[config.mk]
export PLATFORM = sky130hd
export DESIGN_NAME = sysctrl_rst
export DESIGN_NICKNAME = d
export VERILOG_FILES = /design/src/rtl/sysctrl_rst.sv
export SDC_FILE = /design/constraint.sdc
export NUM_CORES = 1
export LEC_CHECK = 0
export CELL_PAD_IN_SITES_DETAIL_PLACEMENT = 1
export CELL_PAD_IN_SITES_GLOBAL_PLACEMENT = 2
export CORE_MARGIN = 2
export CORE_UTILIZATION = 25
export CTS_CLUSTER_DIAMETER = 30
export DETAILED_ROUTE_END_ITERATION = 7
export GPL_ROUTABILITY_DRIVEN = 0
export PLACE_DENSITY = 0.87
export SYNTH_ARGS = -nofsm -noshare
export SYNTH_HDL_FRONTEND = slang
export SYNTH_SLANG_ARGS = --single-unit
[constraint.sdc]
create_clock -name clk -period 2.11 [get_ports clk]
set_input_delay 0.422 -clock clk [delete_from_list [all_inputs] [get_ports clk]]
set_output_delay 0.422 -clock clk [all_outputs]
set_load 0.01 [all_outputs]
[src/rtl/sysctrl_rst.sv]
// System control register: timed system-reset pulse generator with reset-cause
// recording, a saturating reset counter and scratch bits that survive sysrst.
module sysctrl_rst #(
  parameter int unsigned DW            = 32,
  parameter int unsigned NCAUSE        = 4,
  parameter int unsigned RST_CYCLES    = 16,
  parameter int unsigned SETTLE_CYCLES = 4
) (
  input  logic              clk,
  input  logic              rst_n,
  input  logic              wr,
  input  logic [DW-1:0]     data_in,
  output logic [DW-1:0]     data_out,
  input  logic [NCAUSE-1:0] cause_in,
  output logic              sysrst,
  output logic              rst_busy
);

  localparam int unsigned CW       = $clog2(RST_CYCLES + SETTLE_CYCLES + 1);
  localparam int unsigned CAUSE_W  = 4;
  localparam int unsigned COUNT_W  = 8;
  localparam int unsigned SCR_LO_W = 3;

  localparam logic [CW-1:0] PULSE_LAST  = CW'(RST_CYCLES - 1);
  localparam logic [CW-1:0] SETTLE_LAST = (SETTLE_CYCLES > 0) ? CW'(SETTLE_CYCLES - 1) : '0;

  localparam logic [CAUSE_W-1:0] CAUSE_SW  = CAUSE_W'(1);
  localparam logic [COUNT_W-1:0] COUNT_MAX = '1;

  typedef enum logic [1:0] {
    IDLE,
    PULSE,
    SETTLE
  } state_t;

  state_t                state_q, state_d;
  logic [CW-1:0]         cnt_q, cnt_d;
  logic                  accept_c;
  logic                  req_c;
  logic [CAUSE_W-1:0]    new_cause_c;
  logic [CAUSE_W-1:0]    cause_q;
  logic [COUNT_W-1:0]    count_q;
  logic [SCR_LO_W-1:0]   scratch_lo;
  logic                  unused_bits;

  // Read-only field bits of the write data are intentionally discarded.
  assign unused_bits = ^data_in[15:4];

  // Any hardware source or a software write of bit 0 requests a reset.
  assign req_c = (|cause_in) | (wr & data_in[0]);

  // Lowest set cause_in index wins; software only when no hardware source is set.
  always_comb begin
    new_cause_c = CAUSE_SW;
    for (int i = int'(NCAUSE) - 1; i >= 0; i--) begin
      if (cause_in[i]) new_cause_c = CAUSE_W'(i + 2);
    end
  end

  // Next-state and pulse/settle counter logic.
  always_comb begin
    state_d  = state_q;
    cnt_d    = cnt_q;
    accept_c = 1'b0;
    case (state_q)
      IDLE: begin
        if (req_c) begin
          state_d  = PULSE;
          cnt_d    = '0;
          accept_c = 1'b1;
        end
      end
      PULSE: begin
        if (cnt_q == PULSE_LAST) begin
          cnt_d   = '0;
          state_d = (SETTLE_CYCLES == 0) ? IDLE : SETTLE;
        end else begin
          cnt_d = cnt_q + CW'(1);
        end
      end
      SETTLE: begin
        if (cnt_q == SETTLE_LAST) begin
          cnt_d   = '0;
          state_d = IDLE;
        end else begin
          cnt_d = cnt_q + CW'(1);
        end
      end
      default: begin
        state_d = IDLE;
        cnt_d   = '0;
      end
    endcase
  end

  // State, registered outputs, cause/count capture and low scratch bits.
  always_ff @(posedge clk) begin
    if (!rst_n) begin
      state_q    <= IDLE;
      cnt_q      <= '0;
      sysrst     <= 1'b0;
      rst_busy   <= 1'b0;
      cause_q    <= '0;
      count_q    <= '0;
      scratch_lo <= '0;
    end else begin
      state_q  <= state_d;
      cnt_q    <= cnt_d;
      sysrst   <= (state_d == PULSE);
      rst_busy <= (state_d != IDLE);
      if (accept_c) begin
        cause_q <= new_cause_c;
        if (count_q != COUNT_MAX) count_q <= count_q + COUNT_W'(1);
      end
      if (wr) scratch_lo <= data_in[3:1];
    end
  end

  if (DW > 16) begin : g_scratch_hi
    logic [DW-17:0] scratch_hi;

    // Upper scratch field, written on any wr.
    always_ff @(posedge clk) begin
      if (!rst_n)  scratch_hi <= '0;
      else if (wr) scratch_hi <= data_in[DW-1:16];
    end

    assign data_out = {scratch_hi, count_q, cause_q, scratch_lo, sysrst};
  end else begin : g_no_scratch_hi
    assign data_out = {count_q, cause_q, scratch_lo, sysrst};
  end

endmodule

* After elaboration in Yosys (flattened, before gate mapping)
Index checks and enable logic that the tools add are counted.
** Storage, ports and cells
- Flip-flop bits (word level) :: 40
- Bits of input ports :: 39
- Logic and storage cells :: 37
** Operators by class
- Add/sub/neg operators :: 2
- Eq/ne operators :: 7
- Mux-type cells :: 14
- Bitwise logic cells :: 2
- Reduce and logical (&&, ||, !) cells :: 4
** Operators with widths (count)
- two-way mux 5 bit :: 3
- one-hot mux 5 bit (3 select lines) :: 1
- two-way mux 4 bit :: 3
- adder 8 x 1 -> 8 bit, second input constant :: 1
- inequality test 8 bit, second input constant :: 1
- two-way mux 2 bit :: 3
- one-hot mux 2 bit (3 select lines) :: 1
- adder 5 x 1 -> 5 bit, second input constant :: 1
- == test 5 x 2 -> 1 bit, second input constant :: 1
- == test 5 x 4 -> 1 bit, second input constant :: 1
- == test 2 x 1 -> 1 bit, second input constant :: 2
- OR reduction 4 bit :: 1
- two-way mux 3 bit :: 1
- == test 2 bit, second input constant :: 1
- zero test 2 bit :: 1
- two-way mux 1 bit :: 2
- inequality test 2 bit, second input constant :: 1
- AND reduction 2 bit :: 1
- nonzero test 2 bit :: 1
- AND 1 bit :: 1
- bitwise OR 1 bit :: 1

* Longest topological paths before layout
- Depth in word-level cells :: 5
- Gate-level depth with buffers :: 8

* Worst setup path after synthesis
OpenSTA, ideal clock, no wires.
- Path kind :: register to register
- From :: register count_q[0]
- To :: register count_q[4]
- Library setup time :: 70 ps
- Arrival :: 1640 ps
- Required time :: 2040 ps
- Path slack :: 400 ps
- Stages on the path, launching flop included :: 7
- Buffers on the path :: 1
- Clock period less this slack :: 1710 ps
- Path through :: dfxtp_1 ha_1 and3_1 and3_4 buf_6 or4_1 a21boi_1
** On the way
- Cells in the longest elaborated chain, start to end :: 2
** Ends and longest elaborated chain
- start, declared :: line 42 : logic [COUNT_W-1:0] count_q;
- start signal, assigned :: line 113 : if (count_q != COUNT_MAX) count_q <= count_q + COUNT_W'(1);
- branches (longest 2 deep; another with adder 8 x 1 -> 8 bit)
Several ways; the timed one is not identified.
A chain may end at the register's enable or synchronous reset.

* Worst setup path in the final report
- From :: input wr
- To :: register count_q[6]
** On the way
- Cells in the longest elaborated chain, start to end :: 5
** Ends and longest elaborated chain
- start, declared :: line 11 : input logic wr,
- AND 1 bit :: line 50 : assign req_c = (|cause_in) | (wr & data_in[0]);
- bitwise OR 1 bit :: line 50
- two-way mux 1 bit :: line 67 : if (req_c) begin
- two-way mux 1 bit :: line 65 : case (state_q)
- AND reduction 2 bit (no source line)
Every way passes these cells.

==> metrics.txt <==
crit path DAT 2.04 ns; Num Clock Sinks 39; max-cap viol count 0; asr flop ratio synth 0%; ant diodes 0; smallest hold slack 0.480 ns; Critical Setup Path Class input pin to flop; First-pass DRT Iterations 4; YS warnings 0; Congestion Overflow GR 0; H-Tree Depth 2; Post-Syn Area 0.00186 mm^2; row count 31; IO Port Bufs 59; global-route wire length before repair 7.99 mm; syn_nets 240; Reg2Reg Depth 5; CTS Buf Count 5; initial antenna violation count 0; Worst Setup SP wr; final hold vios 0; Core Footprint 0.00721 mm^2; status finished, final reports clean; CTS tree done; Setup crit end kind flop; RSZ-0062 raised after global routing false; commonest non-fill, non-tap cell in the layout clkdlybuf4s50_1; register area share after synthesis 42.0%; leakage power 1.06 nW; global router's overall resource usage 12.0%; Post-CTS Setup Bufs 0; most frequent cells in the layout clkdlybuf4s50_1 (59), dfxtp_1 (39), mux2i_1 (23); hold depth 2; HP Class flop to flop; die footprint 0.00814 mm^2; Synth Flop Type dfxtp_1; Hold Crit Start cause_q[2]; synthesized instance count 193; die extent in x 90.2 um; CTS clk-pin slew, worst paths 0.07 ns; Chip Height 90.2 um; f_max 0.540 GHz; layout cells sized above 1 8.91%; CP required around 2.3 ns; Worst-Skew Late Latency 0.29 ns; Vias/cell 4.55; hold_buf cts 0; Cell Chain, Critical Path clkdlybuf4s50_1 -> a211oi_1 -> a21bo_1 -> or4b_1 -> o211a_1; Clock Tree Buf Depth 2; final worst slack roughly 0.26 ns; Area Growth Syn to Fin 43.7%; minimum clock period 1.85 ns; WL final 4.72 mm; Layout Nets 304; via count 1,623; Max Fanout on Critical Path 11; vias in the first global route 1,726; number of setup violations in the final report 0; Distinct cells, synth 42; initial cell density of the core 25.8%; IO Pins 73; FF-to-FF Start cnt_q[0]; initial drt markers 27; pin count of the biggest net entering global routing 21; total power per unit cell area 641 mW/mm^2; DRC Markers 0; Place WS -0.0740 ns; DP HPWL around 3.6 mm; Avg Inst Size Synth 9.63 um^2; final period utilization between 80% and 90%; worst vdd ir 203 uV; Root Buffer Master clkbuf_8; Avg WL per Cell 13.2 um; max incr delay on CP 0.55 ns; Post-synth EDFFs 0; crit path max-delay cell type or4b_1; Worst Setup Start Kind input pin; Antenna Nets Post-Route 0; Slew Limit Fails 0; Setup Skew about 0.0048 ns; Yosys reg bits 39; post-CTS resize count 0
## sequential cells by signal, indices dropped and copies added, names as in the netlist
register	count
count_q	8
cnt_q	5
sysrst	1
state_q	2
cause_q	3
scratch_lo	3
g_scratch_hi.scratch_hi	16
rst_busy	1
## cell usage after synthesis (2+ instances only)
cell type	n	area (um^2)
a21oi_1	2	10.0
o21ai_0	2	10.0
dfxtp_1	39	781
nand4b_1	2	17.5
nand3b_1	2	15.0
o31ai_1	3	22.5
clkbuf_1	6	22.5
inv_1	6	22.5
nand2_1	8	30.0
nand3_1	19	95.1
nor2b_1	21	131
or4_1	2	15.0
and3_1	2	12.5
buf_4	2	15.0
nor2_1	4	15.0
mux2i_1	23	230
nand2b_1	5	31.3
o21ai_1	5	25.0
o211ai_1	2	15.0
a21boi_1	4	30.0
buf_2	4	20.0
nor4b_1	2	17.5
and3_4	2	22.5
ha_1	8	100
## layer usage
| layer | part of all wire (%) | GRT usage [%] | wire (um) |
|---|---|---|---|
| met1 | 42 | 14.1 | 1990 |
| met2 | 52 | 21.0 | 2450 |
| met3 | 3.7 | 3.10 | 176 |
| met4 | 2.2 | 4.49 | 104 |
| met5 | 0 | 0 | 0 |
## area by class of cell
type	count	area [um^2]
clock buffers	6	72.6
clock inverters	2	12.5
fillers	864	4540
inverters	6	22.5
multi-input cells	135	987
flip-flops and latches	39	781
well taps	99	124
repair buffers	70	673
## power by group
group | switching, W | total (W) | internal, W | leakage (nW)
sequential | 0.0000353 | 0.000823 | 0.000787 | 0.320
clock | 0.000269 | 0.000500 | 0.000231 | 0.0412
combinational | 0.000166 | 0.000391 | 0.000225 | 0.698
## worst paths after layout
| check | end | slack (ns) |
|---|---|---|
| min reg2reg | cause_q[2] | 0.48 |
| max reg2reg | rst_busy | 0.26 |
| min | cause_q[2] | 0.48 |
| max | count_q[6] | 0.26 |
## per-stage QoR
step           cells  power (W)  TNS (ns)  utilization (%)  instance area, um^2
2_1_floorplan    193    0.00103         0                -                 1860
3_3_place_gp     349    0.00123   -0.0625             35.9                 2590
3_5_place_dp     349    0.00124    -0.162             35.9                 2590
4_1_cts          357    0.00176         0             37.0                 2670
5_1_grt          357    0.00182         0             37.0                 2670
6_report         357    0.00171         0             37.0                 2670
## kinds of logic after synthesis
group / share of synthesized area (%)
mux: 12.4
buf+inv: 4.91
fa+ha+maj: 5.38
flops: 42.0
other cells: 0.202
simple gates: 24.4
compound gates: 10.8
## critical path, delay by kind of cell
kind                   cells  cell delay (ns)
AO/OA/AOI/OAI              3             0.57
buffers and inverters      1             0.50
AND/OR/NAND/NOR            1             0.55
No activity file was read; power rests on OpenSTA's default activity.
==> RTL change 1, RTL diff (config.mk and constraints unchanged) <==
Register the output `data_out`, with the module's reset; this adds one clock of latency there. The other outputs are not delayed to match.
--- a/src/rtl/sysctrl_rst.sv
+++ b/src/rtl/sysctrl_rst.sv
@@ -33,4 +33,6 @@
     SETTLE
   } state_t;
+
+  logic [DW-1:0] data_d;
 
   state_t                state_q, state_d;
@@ -126,7 +128,15 @@
     end
 
-    assign data_out = {scratch_hi, count_q, cause_q, scratch_lo, sysrst};
+    assign data_d = {scratch_hi, count_q, cause_q, scratch_lo, sysrst};
   end else begin : g_no_scratch_hi
-    assign data_out = {count_q, cause_q, scratch_lo, sysrst};
+    assign data_d = {count_q, cause_q, scratch_lo, sysrst};
+  end
+
+  always_ff @(posedge clk) begin
+    if (!rst_n) begin
+      data_out <= '0;
+    end else begin
+      data_out <= data_d;
+    end
   end
 
Formal check against the unedited RTL: not equivalent (Yosys sat finds a counterexample within 4 cycles, from zero or initial values and one cycle with rst_n low).
==> RTL change 1 against the original RTL <==
- final cell count is 31% higher
- worst setup slack lost 2.2 ps
- synthesized area rose by 40%
- power is 63% higher
- cell area up 34%
- sequential cell count up 31
- wire length grew 26%
==> RTL change 1: results (changes against the original RTL) <==
outcome complete, no violations; Peak VDD IR 0.444 mV (+120%); Placed Cells 451 (+29%); most frequent cells after synthesis dfxtp_1, and2_1, nor2_1; Setup crit end rst_busy; WL met2 2840 microns (+16%); Overall Global Routing Usage 11.4% (-0.63 points); GRT met2 Usage 19.3% (-1.7 points); share of post-route cells with drive strength above 1 12.7% (+3.8 points); nets 373 (+23%); worst path arrival time 2080 ps (+40 ps); Crit-path slowest cell dfxtp_1; setup slack at placement -74.4 ps (-0.363 ps); final hold slack 452 ps (-27.6 ps); leading post-synthesis cells by cell area dfxtp_1, mux2i_1, and2_1; Register-to-Register Path Depth 8 (+3); Syn Inst Count 254 (+32%); Metal-1 WL 2740 microns (+38%); slowest stage delay, CP 380 ps (-170 ps); net count after synthesis 301 (+25%); CP Launch Point cnt_q[0]; DRT Pass-1 Iters 3 (-1); largest registers data_out x31, g_scratch_hi.scratch_hi x16, count_q x8; leakage 1.49 nW (+40%); worst-path fanout max 5 (-6); vias in the first global route 2070 (+20%); total CTS buffers 9 (+4); Setup Skew 4.44 ps (-0.358 ps)
-- RTL change 1: kinds of logic after synthesis --
kind of cell               share of synthesized area (%)
DFF                                                 54.0
other                                              0.145
adders and majority gates                           3.86
AOI/OAI and AO/OA                                   6.95
buffers and inverters                               3.18
and+or+nand+nor                                     22.0
muxes                                               9.89
-- RTL change 1: area by class of cell --
type                       instances  area, sq um
fill                            1186         6610
sequential                        70         1400
multi-input combinational        164         1110
timing repair buffer              73          696
tap                              136          170
clock buffer                       9          124
clock inverter                     7         48.8
inverter                           8         30.0
-- RTL change 1: power groups by stage --
stage | Sequential (mW) | Clock (mW) | Combinational, mW
2_1_floorplan | 1.48 | 0 | 0.189
3_3_place_gp | 1.47 | 0 | 0.402
3_5_place_dp | 1.47 | 0 | 0.407
4_1_cts | 1.44 | 1.01 | 0.410
5_1_grt | 1.45 | 1.06 | 0.441
6_report | 1.44 | 0.954 | 0.400
==> RTL change 2, RTL diff (same settings) <==
Made on the original files. The parameter `SETTLE_CYCLES` goes from 4 to 8.
--- a/src/rtl/sysctrl_rst.sv
+++ b/src/rtl/sysctrl_rst.sv
@@ -5,5 +5,5 @@
   parameter int unsigned NCAUSE        = 4,
   parameter int unsigned RST_CYCLES    = 16,
-  parameter int unsigned SETTLE_CYCLES = 4
+  parameter int unsigned SETTLE_CYCLES = 8
 ) (
   input  logic              clk,
Check against the original RTL: same outputs for any inputs over 10 cycles, from zero or initial values and one cycle with rst_n low; that may be too few to reach the edited logic, so the function may still have changed.
==> RTL change 2 against the original RTL <==
- cell area fell by 2.6%
- wire length is 1.1% lower
- utilization grew 0.86 points
- power increased by 1.0%
- sequential cell count is the same
- synthesized area fell by 3.4%
- worst setup slack worse by 69 ps
- sequential share of layout area increased by 0.77 points
- critical path depth up 3
==> RTL change 2: results (changes against the original RTL) <==
CTS clock-pin slew for the worst setup and hold paths 80 ps; leakage 0.990 nW (-6.6%); switching power 0.500 mW (+6.4%); register area share after synthesis 43.5% (+1.5 points); Post-Place Cell Area 2520 sq um (-2.7%); synth unique cells 42 (unchanged); most frequent cells after synthesis dfxtp_1, nor2_1, mux2i_1; Register-to-Register Path Depth 8 (+3); worst-path fanout max 4 (-7); Peak VDD IR 0.338 mV (+67%); Hold Path Origin cause_q[2]; Slew Limit Fails 0 (unchanged); PostCTS Resize Cnt 0 (unchanged); DRT Pass-1 Iters 4 (unchanged); via/cell ratio 4.57 (+0.61%); final WL 4670 microns (-1.1%); Overall Global Routing Usage 12.8% (+0.74 points); ys async rst share 0% (unchanged); HPWL after detailed placement 3460 microns (-4.5%); Ys Warns 0 (unchanged); largest registers g_scratch_hi.scratch_hi x16, count_q x8, cnt_q x5; CP Launch Point cnt_q[0]; initial drt markers 26 (-3.7%); Setup crit end cnt_q[2]; outcome complete, no violations; nets 302 (-0.66%); vias in the first global route 1660 (-3.8%); worst path arrival time 2150 ps (+110 ps); setup slack at placement 28.6 ps (+103 ps); first-pass GRT wire length 7800 microns (-2.3%); total CTS buffers 5 (unchanged); net count after synthesis 237 (-1.3%); R2R Setup Slk 190 ps (-70 ps); PortBufs 59 (unchanged); worst skew pair latency 300 ps; CTS max path bufs 2 (unchanged); Setup Skew 5.60 ps (+0.804 ps); ant diodes 0 (unchanged); min-delay worst type register to register; H-tree depth 2 (unchanged); Synth Flop Type dfxtp_1; largest net degree at the start of global routing 30 (+43%); Final min period 1920 ps (+69.5 ps); antenna violations before repair 0 (unchanged); share of post-route cells with drive strength above 1 9.77% (+0.85 points); number of setup buffers added after CTS 0 (unchanged); clk root buf clkbuf_8; leading post-synthesis cells by cell area dfxtp_1, mux2i_1, ha_1
RTL change 2: cell types whose count changed after synthesis, sizes merged, moves of 4 or more:
cell,delta
nor2,+20
nor2b,-19
nand3,-13
a21oi,+9
nand2,+5
a21boi,-4
and3,-4
inv,+4
nand4,+4
nor3,+4
RTL change 2: metal layers:
| layer | track usage (%) | wire (microns) |
|---|---|---|
| met1 | 16.1 | 2180 |
| met2 | 20.6 | 2200 |
| met3 | 4.94 | 271 |
| met4 | 2.89 | 25 |
| met5 | 0 | 0 |
RTL change 2: cell families (layout without fill, tap and decap cells):
logic type               after synthesis  in the layout  share of synthesized area (%)
AO/OA/AOI/OAI                         34             34                           14.4
adder cells (fa/ha/maj)                8              8                           5.57
buffers and inverters                 19             85                           4.80
flip-flops                            39             39                           43.5
multiplexers                          22             22                           12.3
other                                  1              1                          0.209
AND/OR/NAND/NOR                       67             67                           19.3
RTL change 2: power by group through the flow:
stage / logic, mW / registers (mW) / clock network, mW
floorplan: 0.183 / 0.854 / 0
global placement: 0.393 / 0.834 / 0
detailed placement: 0.401 / 0.836 / 0
CTS: 0.404 / 0.819 / 0.541
global route: 0.440 / 0.825 / 0.564
finish: 0.399 / 0.817 / 0.515
RTL change 2: area by class of cell:
cell class	instances	area (sq um)
clock buffers	6	72.6
fillers	800	4270
well taps	96	120
multi-input cells	132	930
clock inverters	2	12.5
inverters	10	37.5
flip-flops and latches	39	781
repair buffers	67	651
RTL change 2: worst min-delay path by stage:
stage | to | depth (start not counted) | slack [ps]
2_1_floorplan | cnt_q[1] | 2 | 450
3_3_place_gp | cause_q[2] | 2 | 440
3_5_place_dp | cause_q[2] | 2 | 450
4_1_cts | cause_q[2] | 2 | 470
5_1_grt | cause_q[2] | 2 | 500
6_report | cause_q[2] | 2 | 470
RTL change 2: critical path, cell delays in order (launching register included):
cell and delay [ps]:
dfxtp_1 350, ha_1 240, nand3_1 110, inv_1 50
ha_1 220, nor2b_1 110, o21ai_0 130, or4b_1 490
a21oi_1 140
RTL change 2: stage by stage:
step / utilization [%] / hold slack, ps / cells / power [mW]
after global placement: 36.7 / 439 / 344 / 1.23
after CTS: 37.9 / 472 / 352 / 1.76
after detailed placement: 36.7 / 454 / 344 / 1.24
after global routing: 37.9 / 497 / 352 / 1.83
final: 37.9 / 470 / 352 / 1.73
after floorplan: - / 449 / 190 / 1.04
